===== src/rtl/uart_tx_pkg.sv =====
// Shared UART TX definitions: parity mode encoding, width limits and entry flag layout.
package uart_tx_pkg;

  localparam logic [1:0] PAR_EVEN  = 2'b00;
  localparam logic [1:0] PAR_ODD   = 2'b01;
  localparam logic [1:0] PAR_MARK  = 2'b10;
  localparam logic [1:0] PAR_SPACE = 2'b11;

  localparam int DW_MIN = 5;
  localparam int DW_MAX = 16;

  // Buffer entries are laid out {active, parity, data}; these are the upper two fields.
  typedef struct packed {
    logic active;
    logic parity;
  } par_flags_t;

endpackage


===== src/rtl/tx_parity_engine_if.sv =====
// Input valid/ready and output valid/ack bundle of the TX parity engine.
interface tx_parity_engine_if #(
  parameter int DATA_WIDTH = 8
);
  localparam int LEN_W = $clog2(DATA_WIDTH + 1);

  logic                  Parity_Enable;
  logic [1:0]            Parity_Mode;
  logic [LEN_W-1:0]      Frame_Len;
  logic                  Data_Valid;
  logic [DATA_WIDTH-1:0] Parallel_Data;
  logic                  Data_Ready;
  logic                  Out_Valid;
  logic                  Out_Ack;
  logic [DATA_WIDTH-1:0] Out_Data;
  logic                  Parity_Bit;
  logic                  Parity_Active;

  modport slave (
    input  Parity_Enable, Parity_Mode, Frame_Len, Data_Valid, Parallel_Data, Out_Ack,
    output Data_Ready, Out_Valid, Out_Data, Parity_Bit, Parity_Active
  );

  modport master (
    output Parity_Enable, Parity_Mode, Frame_Len, Data_Valid, Parallel_Data, Out_Ack,
    input  Data_Ready, Out_Valid, Out_Data, Parity_Bit, Parity_Active
  );
endinterface


===== src/rtl/tx_parity_engine_parity_core.sv =====
// Combinational masked parity: clamps the frame length, masks the word, derives the parity bit.
module parity_core
  import uart_tx_pkg::*;
#(
  parameter int DATA_WIDTH = 8,
  parameter int MIN_WIDTH  = 5,
  parameter int LEN_W      = $clog2(DATA_WIDTH + 1)
) (
  input  logic [DATA_WIDTH-1:0] data,
  input  logic [LEN_W-1:0]      len,
  input  logic [1:0]            mode,
  input  logic                  enable,
  output logic [DATA_WIDTH-1:0] data_masked,
  output par_flags_t            flags
);

  logic [LEN_W-1:0]      eff_len;
  logic [DATA_WIDTH-1:0] mask;

  always_comb begin
    eff_len = len;
    if (len < LEN_W'(MIN_WIDTH))       eff_len = LEN_W'(MIN_WIDTH);
    else if (len > LEN_W'(DATA_WIDTH)) eff_len = LEN_W'(DATA_WIDTH);
  end

  for (genvar i = 0; i < DATA_WIDTH; i++) begin : g_mask
    assign mask[i] = (LEN_W'(i) < eff_len);
  end

  assign data_masked = data & mask;

  always_comb begin
    flags = '0;
    if (enable) begin
      flags.active = 1'b1;
      case (mode)
        PAR_EVEN: flags.parity = ^data_masked;
        PAR_ODD:  flags.parity = ~^data_masked;
        PAR_MARK: flags.parity = 1'b1;
        default:  flags.parity = 1'b0;
      endcase
    end
  end

endmodule


===== src/rtl/tx_parity_engine.sv =====
// TX parity stage: parity computed at accept, then a 2-entry skid buffer toward the frame FSM.
module tx_parity_engine
  import uart_tx_pkg::*;
#(
  parameter int DATA_WIDTH = 8,
  parameter int MIN_WIDTH  = 5
) (
  input logic              CLK,
  input logic              RST,
  tx_parity_engine_if.slave bus
);

  localparam int LEN_W = $clog2(DATA_WIDTH + 1);

  typedef struct packed {
    par_flags_t            flags;
    logic [DATA_WIDTH-1:0] data;
  } entry_t;

  typedef enum logic [1:0] {S_EMPTY, S_ONE, S_TWO} state_t;

  state_t state;
  entry_t head, skid, in_ent;
  logic   rdy_q, vld_q;
  logic   acc, ack;

  parity_core #(
    .DATA_WIDTH(DATA_WIDTH),
    .MIN_WIDTH (MIN_WIDTH),
    .LEN_W     (LEN_W)
  ) u_par (
    .data       (bus.Parallel_Data),
    .len        (bus.Frame_Len),
    .mode       (bus.Parity_Mode),
    .enable     (bus.Parity_Enable),
    .data_masked(in_ent.data),
    .flags      (in_ent.flags)
  );

  assign acc = bus.Data_Valid && rdy_q;
  assign ack = bus.Out_Ack && vld_q;

  // Ready and valid are registered alongside the state so neither has a path from Out_Ack.
  always_ff @(posedge CLK) begin
    if (RST) begin
      state <= S_EMPTY;
      head  <= '0;
      skid  <= '0;
      rdy_q <= 1'b0;
      vld_q <= 1'b0;
    end else begin
      case (state)
        S_EMPTY: begin
          rdy_q <= 1'b1;
          if (acc) begin
            head  <= in_ent;
            vld_q <= 1'b1;
            state <= S_ONE;
          end
        end
        S_ONE: begin
          case ({acc, ack})
            2'b10: begin
              skid  <= in_ent;
              rdy_q <= 1'b0;
              state <= S_TWO;
            end
            2'b01: begin
              head  <= '0;
              vld_q <= 1'b0;
              state <= S_EMPTY;
            end
            2'b11: head <= in_ent;
            default: ;
          endcase
        end
        S_TWO: begin
          if (ack) begin
            head  <= skid;
            skid  <= '0;
            rdy_q <= 1'b1;
            state <= S_ONE;
          end
        end
        default: begin
          state <= S_EMPTY;
          vld_q <= 1'b0;
          rdy_q <= 1'b0;
        end
      endcase
    end
  end

  assign bus.Data_Ready    = rdy_q;
  assign bus.Out_Valid     = vld_q;
  assign bus.Out_Data      = head.data;
  assign bus.Parity_Bit    = head.flags.parity;
  assign bus.Parity_Active = head.flags.active;

endmodule


===== src/flat_wrapper.sv =====
// flat-port wrapper written by rule: the top's interface ports become plain ports
module tx_parity_engine_flat import uart_tx_pkg::*;
#(
  parameter int DATA_WIDTH = 8,
  parameter int MIN_WIDTH  = 5
)
  (CLK, RST, bus_Parity_Enable, bus_Parity_Mode, bus_Frame_Len, bus_Data_Valid, bus_Parallel_Data, bus_Out_Ack, bus_Data_Ready, bus_Out_Valid, bus_Out_Data, bus_Parity_Bit, bus_Parity_Active);
  tx_parity_engine_if #(.DATA_WIDTH(DATA_WIDTH)) bus_i ();
  input logic CLK;
  input logic RST;
  input wire logic [$bits(bus_i.Parity_Enable)-1:0] bus_Parity_Enable;
  input wire logic [$bits(bus_i.Parity_Mode)-1:0] bus_Parity_Mode;
  input wire logic [$bits(bus_i.Frame_Len)-1:0] bus_Frame_Len;
  input wire logic [$bits(bus_i.Data_Valid)-1:0] bus_Data_Valid;
  input wire logic [$bits(bus_i.Parallel_Data)-1:0] bus_Parallel_Data;
  input wire logic [$bits(bus_i.Out_Ack)-1:0] bus_Out_Ack;
  output wire logic [$bits(bus_i.Data_Ready)-1:0] bus_Data_Ready;
  output wire logic [$bits(bus_i.Out_Valid)-1:0] bus_Out_Valid;
  output wire logic [$bits(bus_i.Out_Data)-1:0] bus_Out_Data;
  output wire logic [$bits(bus_i.Parity_Bit)-1:0] bus_Parity_Bit;
  output wire logic [$bits(bus_i.Parity_Active)-1:0] bus_Parity_Active;
  assign bus_i.Parity_Enable = bus_Parity_Enable;
  assign bus_i.Parity_Mode = bus_Parity_Mode;
  assign bus_i.Frame_Len = bus_Frame_Len;
  assign bus_i.Data_Valid = bus_Data_Valid;
  assign bus_i.Parallel_Data = bus_Parallel_Data;
  assign bus_i.Out_Ack = bus_Out_Ack;
  assign bus_Data_Ready = bus_i.Data_Ready;
  assign bus_Out_Valid = bus_i.Out_Valid;
  assign bus_Out_Data = bus_i.Out_Data;
  assign bus_Parity_Bit = bus_i.Parity_Bit;
  assign bus_Parity_Active = bus_i.Parity_Active;
  tx_parity_engine #(.DATA_WIDTH(DATA_WIDTH), .MIN_WIDTH(MIN_WIDTH)) u_core (.CLK(CLK), .RST(RST), .bus(bus_i));
endmodule

===== config.mk =====
export PLATFORM = sky130hd
export DESIGN_NAME = tx_parity_engine_flat
export DESIGN_NICKNAME = d
export VERILOG_FILES = /design/src/rtl/uart_tx_pkg.sv /design/src/rtl/tx_parity_engine_if.sv /design/src/rtl/tx_parity_engine_parity_core.sv /design/src/rtl/tx_parity_engine.sv /design/src/flat_wrapper.sv
export SDC_FILE = /design/constraint.sdc
export NUM_CORES = 1
export LEC_CHECK = 0
export ABC_AREA = 0
export CAP_MARGIN = 10
export CORE_MARGIN = 2
export CORE_UTILIZATION = 25
export CTS_CLUSTER_SIZE = 10
export DETAILED_ROUTE_END_ITERATION = 16
export REMOVE_ABC_BUFFERS = 1
export SETUP_SLACK_MARGIN = 0.02
export SLEW_MARGIN = 20
export SYNTH_ARGS = -nofsm -noshare
export SYNTH_HDL_FRONTEND = slang
export SYNTH_SLANG_ARGS = --single-unit

===== constraint.sdc =====
create_clock -name CLK -period 2.6 [get_ports CLK]
set_input_delay 0.39 -clock CLK [delete_from_list [all_inputs] [get_ports CLK]]
set_output_delay 0.39 -clock CLK [all_outputs]
set_load 0.005 [all_outputs]

# Word-level counts from Yosys, hierarchy flattened
# Cells that the tools add are included.
# totals
regBits,24
inputBits,19
wordCells,68
out_inout_bits,12
# op_classes
n_mux,21
magnitude_cmp,10
eq_ne,13
reduce_logical,13
n_bitwise,2
# ops
cell,count
2-to-1 mux 10 bit,4
case mux 10 bit (2 select lines),2
case mux 10 bit (3 select lines),1
"< comparator 3 x 4 -> 1 bit, first input constant",4
case mux 1 bit (3 select lines),3
AND reduction 3 bit,3
bitwise AND 8 bit,1
"== test 2 bit, second input constant",4
"< comparator 1 x 4 -> 1 bit, first input constant",2
"< comparator 2 x 4 -> 1 bit, first input constant",2
2-to-1 mux 4 bit,2
XNOR reduction 8 bit,1
XOR reduction 8 bit,1
"== test 2 x 1 -> 1 bit, second input constant",3
2-to-1 mux 2 bit,3
"inequality test 2 x 1 -> 1 bit, second input constant",3
"inequality test 3 x 2 -> 1 bit, second input constant",2
case mux 2 bit (3 select lines),1
"> comparator 4 bit, second input constant",1
logical NOT 2 bit,2
"< comparator 4 x 3 -> 1 bit, second input constant",1
2-to-1 mux 1 bit,4
case mux 2 bit (2 select lines),1
AND reduction 4 bit,1
other kinds (6),7

# Logic depth before layout (Yosys ltp)
# Gate-level depths: netlist of run 1.
# logic_depth
depth_word,10
mapped_depth,9
depth_no_buf,8

# Modules after synthesis
# A second synthesis of run 1 with hierarchy kept.
# hier_totals
hier_cells,155
hier_area_um2,1323.8
# by_module_without_submodules
mod,area_each_um2,seq_area_each_um2,cells_each,instances
tx_parity_engine,1142.3,480.5,131,1
parity_core,181.4,0.0,24,1

# Least setup slack after synthesis of run 1
# Ideal clock, no wire load.
# synth_timing
path_kind,register -> register
from,register u_core.state[1]
to,"register u_core.head, in the netlist u_core.bus.Out_Data[6]"
stages_incl_launch_ff,10
arrival_ps,1711
t_required_ps,2509
slack_ps,798
path_cell_list,dfxtp_1 > inv_1 > ha_1 > buf_2 > nor2_1 > a21oi_1 > a211oi_1 > clkbuf_1 > nor2_1 > a311oi_1
# synth_between
elab_chain_len,3
elab_cells_between_ends,9
classes_between,5 x eq/ne; 1 x mux; 3 x reduce/logical
# synth_rtl
element,line,source
"start, declared",tx_parity_engine.sv:22,state_t state;
"start signal, assigned",tx_parity_engine.sv:46,state <= S_EMPTY;
"start signal, assigned",tx_parity_engine.sv:58,state <= S_ONE;
"start signal, assigned",tx_parity_engine.sv:66,state <= S_TWO;
"== test 2 x 1 -> 1 bit, or another cell as far along",tx_parity_engine.sv:52,case (state)
"inequality test 3 x 2 -> 1 bit (no source line), or another cell as far along",-,
AND reduction 4 bit (no source line),-,
"end signal, assigned",tx_parity_engine.sv:56,head <= in_ent;
"end signal, assigned",tx_parity_engine.sv:73,2'b11: head <= in_ent;
"end signal, assigned",tx_parity_engine.sv:79,head <= skid;
"end, declared",tx_parity_engine.sv:23,"entry_t head, skid, in_ent;"
# Parallel ways exist; a longest one is shown, timed or not.
# A chain may end at the register's enable or synchronous reset.

# Final worst setup path of run 1
# layout_timing
from,input port bus_Frame_Len[3]
to,register u_core.skid[8] (netlist name)
# layout_between
elab_chain_len,10
elab_cells_between_ends,19
classes_between,10 x order compare; 6 x mux; 1 x bitwise; 2 x reduce/logical
# layout_rtl
element,line,source
"start, declared",flat_wrapper.sv:13,input wire logic [$bits(bus_i.Frame_Len)-1:0] bus_Frame_Len;
> comparator 4 bit,tx_parity_engine_parity_core.sv:23,else if (len > LEN_W'(DATA_WIDTH)) eff_len = LEN_W'(DATA_WIDTH);
2-to-1 mux 4 bit,tx_parity_engine_parity_core.sv:23,
2-to-1 mux 4 bit *,tx_parity_engine_parity_core.sv:22,if (len < LEN_W'(MIN_WIDTH)) eff_len = LEN_W'(MIN_WIDTH);
"< comparator 1 x 4 -> 1 bit, or another cell as far along",tx_parity_engine_parity_core.sv:27,assign mask[i] = (LEN_W'(i) < eff_len);
bitwise AND 8 bit *,tx_parity_engine_parity_core.sv:30,assign data_masked = data & mask;
XNOR reduction 8 bit / XOR reduction 8 bit (equally long branches),"tx_parity_engine_parity_core.sv:38, tx_parity_engine_parity_core.sv:37",
case mux 1 bit (3 select lines) *,tx_parity_engine_parity_core.sv:36,case (mode)
2-to-1 mux 2 bit *,tx_parity_engine_parity_core.sv:34,if (enable) begin
2-to-1 mux 10 bit *,tx_parity_engine.sv:62,"case ({acc, ack})"
case mux 10 bit (2 select lines) *,tx_parity_engine.sv:52,
"end signal, assigned",tx_parity_engine.sv:64,skid <= in_ent;
"end, declared",tx_parity_engine.sv:23,
# Every way passes the cells marked *; elsewhere a longest branch is shown, timed or not. The select of a mux whose other input is x is not followed.

==> results of run 1 <==
placed cells by master, fill, tap and decap left out, types with 3 or more instances in the layout:
cell type	count
clkdlybuf4s50_1	30
nand3_1	4
a311oi_1	3
buf_4	8
clkbuf_8	3
a21oi_1	14
nand2_1	12
a211oi_1	9
nor2_1	26
dfxtp_1	24
ha_1	5
xnor2_1	4
nor3b_1	5
a22oi_1	7
nor3_1	3
inv_1	4
logic make-up after synthesis:
family	after synthesis
AO/OA/AOI/OAI	44
XOR/XNOR	6
adder cells (fa/ha/maj)	5
buffers and inverters	14
flip-flops	24
multiplexers	3
AND/OR/NAND/NOR	60
per-layer routing:
metal	vias to the layer above	GRT usage, %	part of all wire, %
met3	5	2.51	5.8
met4	0	3.51	1.1
met2	34	17.6	45
met5	-	0	0
met1	519	15.2	48
li1	624	-	-
state kept, by name (all words and copies together), names as in the netlist:
name / cells
u_core.bus.Out_Data: 8
u_core.bus.Parity_Active: 1
u_core.bus.Data_Ready: 1
u_core.state: 2
u_core.bus.Parity_Bit: 1
u_core.skid: 10
u_core.bus.Out_Valid: 1
tightest hold or removal path, stage by stage, from the launching register on:
cell and delay [ps]:
dfxtp_1 320, nand2_1 50, a311oi_1 70
power groups by stage:
stage               clock network [µW]  registers [µW]  logic (µW)
floorplan                            0             543         417
global placement                     0             539         794
detailed placement                   0             540         792
CTS                                340             532         797
global route                       350             544         891
finish                             328             531         784
stage by stage:
stage,util (%),cells,worst slack (ps)
after floorplan,-,146,24.6
after global placement,35.0,251,322
after detailed placement,35.0,251,298
after CTS,36.5,255,564
after global routing,36.5,255,442
final,36.5,255,543
cell usage after synthesis:
master,number
mux2i_2,1
nand3_1,4
nor3b_1,5
nand2b_1,1
inv_1,4
and2_1,1
nand3b_1,1
a21o_2,1
mux2i_1,2
nor2b_1,1
xnor2_1,4
and3_1,2
and3b_1,1
a211oi_1,10
o41ai_2,1
a31oi_1,2
a21oi_2,1
a32oi_1,2
buf_1,1
o21ai_1,1
a311oi_1,3
or3_1,2
xor2_1,1
a22oi_1,7
nor4_1,1
buf_2,1
dfxtp_1,24
ha_1,5
nor3_1,3
clkbuf_1,8
a21oi_1,14
nand2_1,12
o21ai_0,2
xnor2_2,1
nor2_1,26
worst paths after layout:
| check | start | end | slack, ps | depth (start not counted) |
|---|---|---|---|---|
| max | bus_Frame_Len[3] | u_core.skid[8] | 540 | 7 |
| min | u_core.skid[9] | u_core.bus.Parity_Active | 480 | 2 |
| max reg2reg | u_core.state[0] | u_core.bus.Out_Data[6] | 680 | 8 |
| min reg2reg | u_core.skid[9] | u_core.bus.Parity_Active | 480 | 2 |
cell type report:
type	count	area [µm²]
fillers	521	3060
multi-input cells	118	746
flip-flops and latches	24	480
repair buffers	38	360
well taps	67	83.8
clock buffers	3	41.3
clock inverters	1	30.0
inverters	4	15.0
==> qor.csv, run 1 <==
stage,metric,value,unit
setup_path,cp-end-kind,register,
detailed_routing,viasPerCell,4.64,
power,swShare,34.3,%
yosys,synthAdderAreaFrac,4.91,%
grt,overflow,0,
power,p_per_area,935,nW/µm²
clocking,cts_resized,0,
sta,min_period,2060,ps
setup_path,crit_path_start_kind,input port,
power,p_clk_share,20.0,%
yosys,synth_top_family_by_area,compound AO/OA/AOI/OAI gates,
detailed_routing,drt-total-wl,3020,µm
sta,holdWs,484,ps
layout,nets,213,
yosys,yosysSeqAreaShare,37.7,%
setup_path,critPathBufInv,1,
layout,antennaDiodeCount,0,
sta,clock_skew,2.10,ps
yosys,synth_compound_area_share,23.7,%
layout,area_delta_synth_final,37.8,%
placement,place_congestion,0.776,
yosys,synth_area,1270,µm²
yosys,yosys.area_share.simple,22.1,%
yosys,yosys-top-cells-area,"dfxtp_1 (38%), nor2_1 (7.7%), a211oi_1 (5.9%)",
placement,dpl-instance-area,1690,µm²
grt,antenna_found_initial,0,
sta,hold_violations,0,
flow_run,maxCapViolCount,0,
sta,setup_tns,0,ps
yosys,yosys_warnings,0,
floorplanning,die_w,75.4,µm
floorplanning,fp.dieH,75.4,µm
sta,rsz0062_at_grt,no,
detailed_routing,wl_per_cell,11.8,µm
power,vdd_ir_drop_max,0.379,mV
detailed_routing,ant_nets,0,
layout,finalInstanceArea,1760,µm²
clocking,cts_tree,built,
placement,dp_hpwl,2240,µm
yosys,yosysTopAreaCell,dfxtp_1,
setup_path,cp_top_family,buffers and inverters,
sta,drv_slew,0,
clocking,ctsHoldBuffers,0,
power,p_leak,0.000649,µW
placement,portBuffers,30,
floorplanning,rows,25,
floorplanning,start_util,26.5,%
grt,grt_max_degree,15,
sta,worst_pin_slew,535,ps
grt,track_usage,11.2,%
power,total_power,1640,µW
yosys,synth_mux_area_share,2.65,%
clocking,clk_pin_slew_worst_paths,90,ps
worst_hold_path,hp-class,register to register,
grt,grt_pass1_vias,1070,
floorplanning,io_pins,31,
clocking,clock_sinks,24,
floorplanning,core_area,4820,µm²
setup_path,critical_path_class,input port to register,
sta,relSlewSlack,64.2,%
setup_path,path_cells,clkdlybuf4s50_1 > a21oi_2 > or3_1 > and3b_1 > mux2i_2 > xnor2_1 > o41ai_2,
floorplanning,fp.dieArea,5690,µm²
yosys,avgSynthCellArea,8.17,µm²
power,combPwrFrac,47.7,%
setup_path,crit_fanout,7,
clocking,cts-root-buf,clkbuf_8,
power,switching_power,564,µW
setup_path,max_stage_delay,610,ps
clocking,postCtsSetupBuffers,0,
power,p_int,1080,µW
detailed_routing,vias,1182,
clocking,htreeDepth,1,
setup_path,cpMaxStageDelayCell,clkdlybuf4s50_1,
clocking,cts.path.max_buffers,2,
power,power_frac_seq,32.3,%
detailed_routing,remaining_drc_errors,0,
sta,fin_crit_sh,79.1,%
yosys,synth_top_area_share,37.7,%
grt,grt_pass1_wl,4850,µm
sta,fmax,486,MHz
yosys,synth_xor_area_share,4.71,%
detailed_routing,drt-initial-drc-count,43,
setup_path,crit_arrival,2240,ps
detailed_routing,first_pass_iters,4,
layout,drive_above_1_share,9.57,%
clocking,cts_buffers,3,
yosys,synthCells,156,
sta,setup_violations,0,
yosys,synthDistinctLibCells,35,
outcome,status,completed,
setup_path,cp.required,2780,ps
clocking,clk-insertion-delay-late,270,ps
yosys,ys_ff_latch,24,
Power figures use the tool's default switching activity.
==> inputs of run 2 (changes only) <==
- clock period: 2.6 -> 1.8 ns (I/O delays scaled with it)
==> run 2 against run 1 <==
Against the previous run:
- combinational power up 72%
- clock skew up 0.60 ps
- global-route usage up 0.36 points
- utilization up 4.8 points
- sequential share of layout area down 2.9 points
- register-to-register slack worse by 520 ps
- via count up 6.9%
==> qor.csv, run 2 (same netlist as run 1, synthesis figures left out) <==
stage,metric,value,unit,change
detailed_routing,remaining_drc_errors,0,,unchanged
sta,fin_crit_sh,92.2,%,
grt,antenna_found_initial,0,,unchanged
setup_path,cp-startpoint,bus_Frame_Len[0],,
grt,grt_pass1_vias,1137,,+6.3%
setup_path,r2r_slack,160,ps,-520 ps
placement,portBuffers,30,,unchanged
clocking,cts-root-buf,clkbuf_8,,
setup_path,crit_arrival,1840,ps,-400 ps
layout,final_cell_mix,"buf_4 (29), nor2_1 (25), dfxtp_1 (22), clkdlybuf4s50_1 (19), a21oi_1 (14)",,
clocking,htreeDepth,1,,unchanged
setup_path,crit_path_start_kind,input port,,
clocking,clock_sinks,24,,unchanged
layout,final_common_cell,buf_4,,
flow_run,maxCapViolCount,0,,unchanged
sta,worst_pin_slew,357,ps,-178 ps
clocking,cts.path.max_buffers,2,,unchanged
sta,relSlewSlack,76.1,%,+12 points
grt,track_usage,11.5,%,+0.36 points
detailed_routing,wl_per_cell,11.5,µm,-2.4%
setup_path,cp-end-kind,register,,
clocking,cts_tree,built,,
sta,rsz0062_at_grt,no,,
setup_path,cp.required,1980,ps,-800 ps
setup_path,critical_path_class,input port to register,,
floorplanning,fp.dieArea,5690,µm²,unchanged
setup_path,critPathBufInv,1,,unchanged
setup_path,reg2reg_depth,9,,+1
setup_path,cp_top_family,compound AO/OA/AOI/OAI gates,,
detailed_routing,first_pass_iters,4,,unchanged
power,p_leak,0.000833,µW,+28%
sta,clock_skew,2.70,ps,+0.595 ps
worst_hold_path,hold_depth,2,,unchanged
layout,finalInstanceArea,1990,µm²,+13%
layout,fin_cells,278,,+9.0%
layout,antennaDiodeCount,0,,unchanged
sta,drv_slew,0,,unchanged
floorplanning,core_area,4820,µm²,unchanged
clocking,ctsHoldBuffers,0,,unchanged
detailed_routing,ant_nets,0,,unchanged
layout,nets,236,,+11%
worst_hold_path,min_from,u_core.skid[6],,
placement,place_congestion,0.798,,+2.9%
placement,dpl-instance-area,1840,µm²,+8.9%
setup_path,timing.rr.start,u_core.state[0],,
placement,dp_cells,271,,+8.0%
setup_path,path_cells,clkdlybuf4s50_1 > and3_4 > a22oi_2 > xnor2_2 > mux2i_2 > xnor2_1 > o41ai_2,,
outcome,status,completed,,
sta,fmax,602,MHz,
floorplanning,fp.dieH,75.4,µm,unchanged
floorplanning,start_util,26.5,%,unchanged
floorplanning,io_pins,31,,unchanged
layout,area_delta_synth_final,55.9,%,
sta,setup_violations,0,,unchanged
worst_hold_path,hp-class,register to register,,
sta,setup_slack,140,ps,-403 ps
sta,hold_violations,0,,unchanged
clocking,cts_buffers,3,,unchanged
placement,dp_hpwl,2360,µm,+5.4%
sta,min_period,1660,ps,
setup_path,crit_fanout,2,,-5
setup_path,reg2reg_to,u_core.skid[5],,
detailed_routing,viasPerCell,4.55,,-1.9%
setup_path,max_stage_delay,400,ps,-210 ps
power,vdd_ir_drop_max,0.376,mV,-0.63%
floorplanning,die_w,75.4,µm,unchanged
layout,drive_above_1_share,24.2,%,+15 points
worst_hold_path,whs_endpoint,u_core.bus.Out_Data[6],,
sta,holdWs,480,ps,-4.26 ps
grt,grt_max_degree,15,,unchanged
layout,largest_reg_flops,10,,unchanged
floorplanning,rows,25,,unchanged
setup_path,cpMaxStageDelayCell,clkdlybuf4s50_1,,
detailed_routing,drt-total-wl,3210,µm,+6.4%
detailed_routing,drt-initial-drc-count,56,,+30%
power,p_per_area,1310,nW/µm²,+40%
layout,fillCellCount,515,,-1.2%
clocking,clk_pin_slew_worst_paths,90,ps,about the same
clocking,clk-insertion-delay-late,270,ps,about the same
sta,setup_tns,0,ps,unchanged
grt,overflow,0,,unchanged
grt,grt_pass1_wl,5020,µm,+3.6%
layout,max_flop_register,u_core.skid,,
detailed_routing,vias,1264,,+6.9%
placement,pre_cts_slack,-322,ps,-620 ps
-- run 2: cell types whose count changed in the layout (fill, tap and decap cells not counted), moves of 2 or more --
cell and change:
clkdlybuf4s50_1 -11, dlygate4sd2_1 +5, buf_4 +21, xnor2_1 -2
dlymetal6s2s_1 +6, dfxtp_1 -2, clkdlybuf4s15_2 +2, ha_1 -2
xnor2_2 +2, ha_2 +2
-- run 2: worst max-delay path by stage --
| stage | slack [ps] | depth (start not counted) | end |
|---|---|---|---|
| global placement | -310 | 7 | u_core.skid[8] |
| finish | 140 | 7 | u_core.skid[8] |
| global route | 10 | 9 | u_core.bus.Parity_Bit |
| detailed placement | -320 | 7 | u_core.skid[8] |
| floorplan | -780 | 7 | u_core.bus.Out_Data[6] |
| CTS | 6 | 7 | u_core.skid[8] |
-- run 2: repair_timing --
action,in CTS,in global routing
buffers inserted,1,0
endpoints found under the hold margin,0,0
cloned,2,0
resized for setup,7,15
setup endpoints to repair,10,15
pin swaps,1,5
-- run 2: worst reg2reg max path, cell delays in order, from the launching register on --
cell	delay, ps
dfxtp_4	370
inv_1	80
ha_2	220
inv_1	90
nor3_1	180
a31oi_1	80
buf_4	190
nor4_1	230
a21oi_1	70
nor2_1	80
-- run 2: metal layers --
layer  part of all wire [%]  vias to the layer above  GRT usage (%)
li1                       -                      664              -
met1                     50                      579           15.0
met2                     47                       19           19.5
met3                    3.1                        2           1.98
met4                   0.34                        0           3.51
met5                      0                        -              0
-- run 2: per-stage QoR --
stage                     power (µW)  utilization, %
final                           2600            41.3
after global routing            2810            41.3
after CTS                       2620            40.3
after detailed placement        2030            38.1
after global placement          2020            38.1
after floorplan                 1390               -
-- run 2: final cells by class --
class                      instances  area (µm²)  area share, %
clock inverter                     1        30.0           1.51
inverter                           4        15.0          0.755
timing repair buffer              61         549           27.6
multi-input combinational        118         783           39.4
tap                               67        83.8           4.22
sequential                        24         485           24.4
clock buffer                       3        41.3           2.08
-- run 2: power breakdown --
part	switching, µW	internal [µW]
Sequential	93.6	683
Combinational	603	744
Clock	178	297
Total	875	1720
==> inputs of run 3 (changes only) <==
- CORE_UTILIZATION: 25 -> 37
- PLACE_DENSITY: unset -> 0.65
- RECOVER_POWER: unset -> 25
==> run 3 against run 2 <==
Against the previous run:
- flip-flop and latch count is the same
- largest cell class unchanged
- final cell count decreased by 6.1%
- critical path type unchanged
- highest routed layer unchanged
- worst setup slack got worse by 47 ps
==> qor.csv, run 3 (same netlist as run 1, synthesis figures left out) <==
stage,metric,value,unit,change
detailed_routing,viasPerCell,5.11,,+12%
setup_path,timing.rr.start,u_core.state[0],,
grt,grt_pass1_vias,1302,,+15%
layout,final_common_cell,buf_4,,
floorplanning,core_area,3310,µm²,-31%
sta,fin_crit_sh,94.8,%,+2.6 points
setup_path,crit_arrival,1940,ps,+100 ps
sta,clock_skew,16.2,ps,+13.5 ps
power,power_frac_seq,29.2,%,-0.7 points
setup_path,critical_path_depth,7,,unchanged
power,p_leak,0.000849,µW,+1.9%
layout,multi_input_area,786,µm²,+0.32%
grt,grt_use_met2,31.0,%,+12 points
flow_run,maxCapViolCount,0,,unchanged
clocking,clk_pin_slew_worst_paths,130,ps,+40 ps
clocking,clock_sinks,24,,unchanged
placement,dp_hpwl,2540,µm,+7.6%
setup_path,cp-end-kind,register,,
grt,busiest_layer,met2,,
floorplanning,rows,21,,-16%
sta,relSlewSlack,81.3,%,+5.2 points
layout,fillCellCount,308,,-40%
detailed_routing,remaining_drc_errors,0,,unchanged
layout,finalInstanceArea,1980,µm²,-0.44%
sta,rsz0062_at_grt,no,,
placement,pre_cts_slack,-407,ps,-85.1 ps
setup_path,critical_path_class,input port to register,,
setup_path,max_stage_delay,430,ps,+30 ps
layout,drive_above_1_share,24.7,%,+0.48 points
clocking,cts_tree,built,,
grt,grt_pass1_wl,5800,µm,+15%
floorplanning,die_w,62.7,µm,-17%
clocking,cts_buffers,3,,unchanged
power,p_int,1740,µW,+0.82%
floorplanning,start_util,38.5,%,+12 points
setup_path,reg2reg_to,u_core.skid[5],,
placement,portBuffers,30,,unchanged
worst_hold_path,min_from,bus_Parallel_Data[6],,
layout,max_flop_register,u_core.skid,,
sta,setup_slack,93.5,ps,-46.6 ps
layout,final_cell_mix,"buf_4 (31), nor2_1 (25), dfxtp_1 (22), clkdlybuf4s50_1 (15), a21oi_1 (14)",,
setup_path,reg2reg_depth,9,,unchanged
clocking,clk-insertion-delay-late,330,ps,+60 ps
sta,min_period,1710,ps,+46.6 ps
detailed_routing,first_pass_iters,4,,unchanged
setup_path,r2r_slack,140,ps,-20 ps
setup_path,crit_path_start_kind,input port,,
power,combPwrFrac,55.9,%,+4.1 points
clocking,cts-root-buf,clkbuf_4,,
setup_path,path_cells,clkdlybuf4s50_1 > xor2_1 > a22oi_2 > xnor2_2 > mux2i_2 > mux2i_1 > a311oi_1,,
setup_path,crit_fanout,2,,unchanged
sta,hold_violations,0,,unchanged
setup_path,cp_top_family,compound AO/OA/AOI/OAI gates,,
power,switching_power,920,µW,+5.2%
setup_path,cpMaxStageDelayCell,clkdlybuf4s50_1,,
sta,setup_violations,0,,unchanged
grt,antenna_found_initial,0,,unchanged
layout,antennaDiodeCount,0,,unchanged
power,p_clk_share,15.0,%,-3.3 points
grt,gr-usage-met1,21.9,%,+6.9 points
detailed_routing,ant_nets,0,,unchanged
worst_hold_path,hp-class,input port to register,,
grt,overflow,0,,unchanged
detailed_routing,drt-initial-drc-count,83,,+48%
floorplanning,fp.dieH,62.7,µm,-17%
outcome,status,completed,,
floorplanning,fp.dieArea,3930,µm²,-31%
clocking,ctsHoldBuffers,0,,unchanged
power,total_power,2660,µW,+2.3%
layout,nets,240,,+1.7%
sta,worst_pin_slew,278,ps,-79.1 ps
floorplanning,io_pins,31,,unchanged
grt,use_met3,3.60,%,+1.6 points
clocking,htreeDepth,1,,unchanged
layout,regArea,488,µm²,+0.52%
power,swShare,34.6,%,+0.97 points
worst_hold_path,hold_depth,4,,+2
placement,place_congestion,0.848,,+6.2%
clocking,cts.path.max_buffers,2,,unchanged
worst_hold_path,whs_endpoint,u_core.bus.Out_Data[6],,
power,vdd_ir_drop_max,0.898,mV,+140%
setup_path,cp.required,2030,ps,+50 ps
sta,fmax,586,MHz,-2.7%
detailed_routing,vias,1333,,+5.5%
setup_path,cp-startpoint,bus_Parallel_Data[7],,
grt,grt_max_degree,20,,+5
grt,track_usage,17.9,%,+6.4 points
placement,dpl-instance-area,1830,µm²,-0.34%
sta,setup_tns,0,ps,unchanged
sta,drv_slew,0,,unchanged
detailed_routing,wl_per_cell,12.9,µm,+12%
setup_path,critPathBufInv,1,,unchanged
layout,largest_reg_flops,10,,unchanged
layout,area_delta_synth_final,55.3,%,
power,p_per_area,1340,nW/µm²,+2.8%
detailed_routing,drt-total-wl,3370,µm,+4.9%
run 3: cell count changes in the layout (fill, tap and decap cells not counted), sizes merged:
cell / before / now
dlygate4sd3: 0 / 6
buf: 29 / 34
clkbuf: 3 / 4
clkdlybuf4s50: 19 / 15
dlymetal6s2s: 6 / 4
clkdlybuf4s15: 2 / 0
run 3: through the flow:
step	cells	hold slack, ps	utilization, %
after CTS	259	494	58.1
after global routing	261	468	59.8
after floorplan	146	339	-
after global placement	251	470	55.3
after detailed placement	251	479	55.3
final	261	475	59.8
run 3: power by group through the flow:
stage | logic (µW) | clock network (µW) | registers [µW]
2_1_floorplan | 602 | 0 | 784
3_3_place_gp | 1290 | 0 | 775
3_5_place_dp | 1330 | 0 | 790
4_1_cts | 1440 | 409 | 780
5_1_grt | 1630 | 443 | 801
6_report | 1490 | 398 | 775
run 3: per-layer routing:
layer | part of all wire, % | up-vias
met5 | 0 | -
met4 | 1.6 | 0
met3 | 5.3 | 4
met2 | 49 | 40
met1 | 44 | 611
li1 | - | 678
run 3: final cells by class:
type | instances | share of cell area (%)
clock buffer | 3 | 1.14
clock inverter | 1 | 1.52
inverter | 4 | 0.759
multi-input combinational | 118 | 39.7
sequential | 24 | 24.7
tap | 46 | 2.91
timing repair buffer | 65 | 29.3
run 3: worst max-delay path by stage:
stage               slack, ps                      to
floorplan                -780  u_core.bus.Out_Data[6]
global placement         -290          u_core.skid[8]
detailed placement       -410          u_core.skid[8]
CTS                        10   u_core.bus.Parity_Bit
global route               10  u_core.bus.Out_Data[0]
finish                     90   u_core.bus.Parity_Bit
run 3: what timing repair did:
action | 4_1_cts | 5_1_grt
gates cloned | 1 | 0
gates resized for setup | 10 | 12
pin swaps | 4 | 7
setup buffers | 3 | 2
endpoints found under the setup margin | 12 | 18
endpoints found under the hold margin | 0 | 0
run 3: worst min-delay path, cell delays in order:
cell and delay, ps:
dlymetal6s2s_1 150, o21ai_0 130, nand2b_1 120, a311oi_1 80
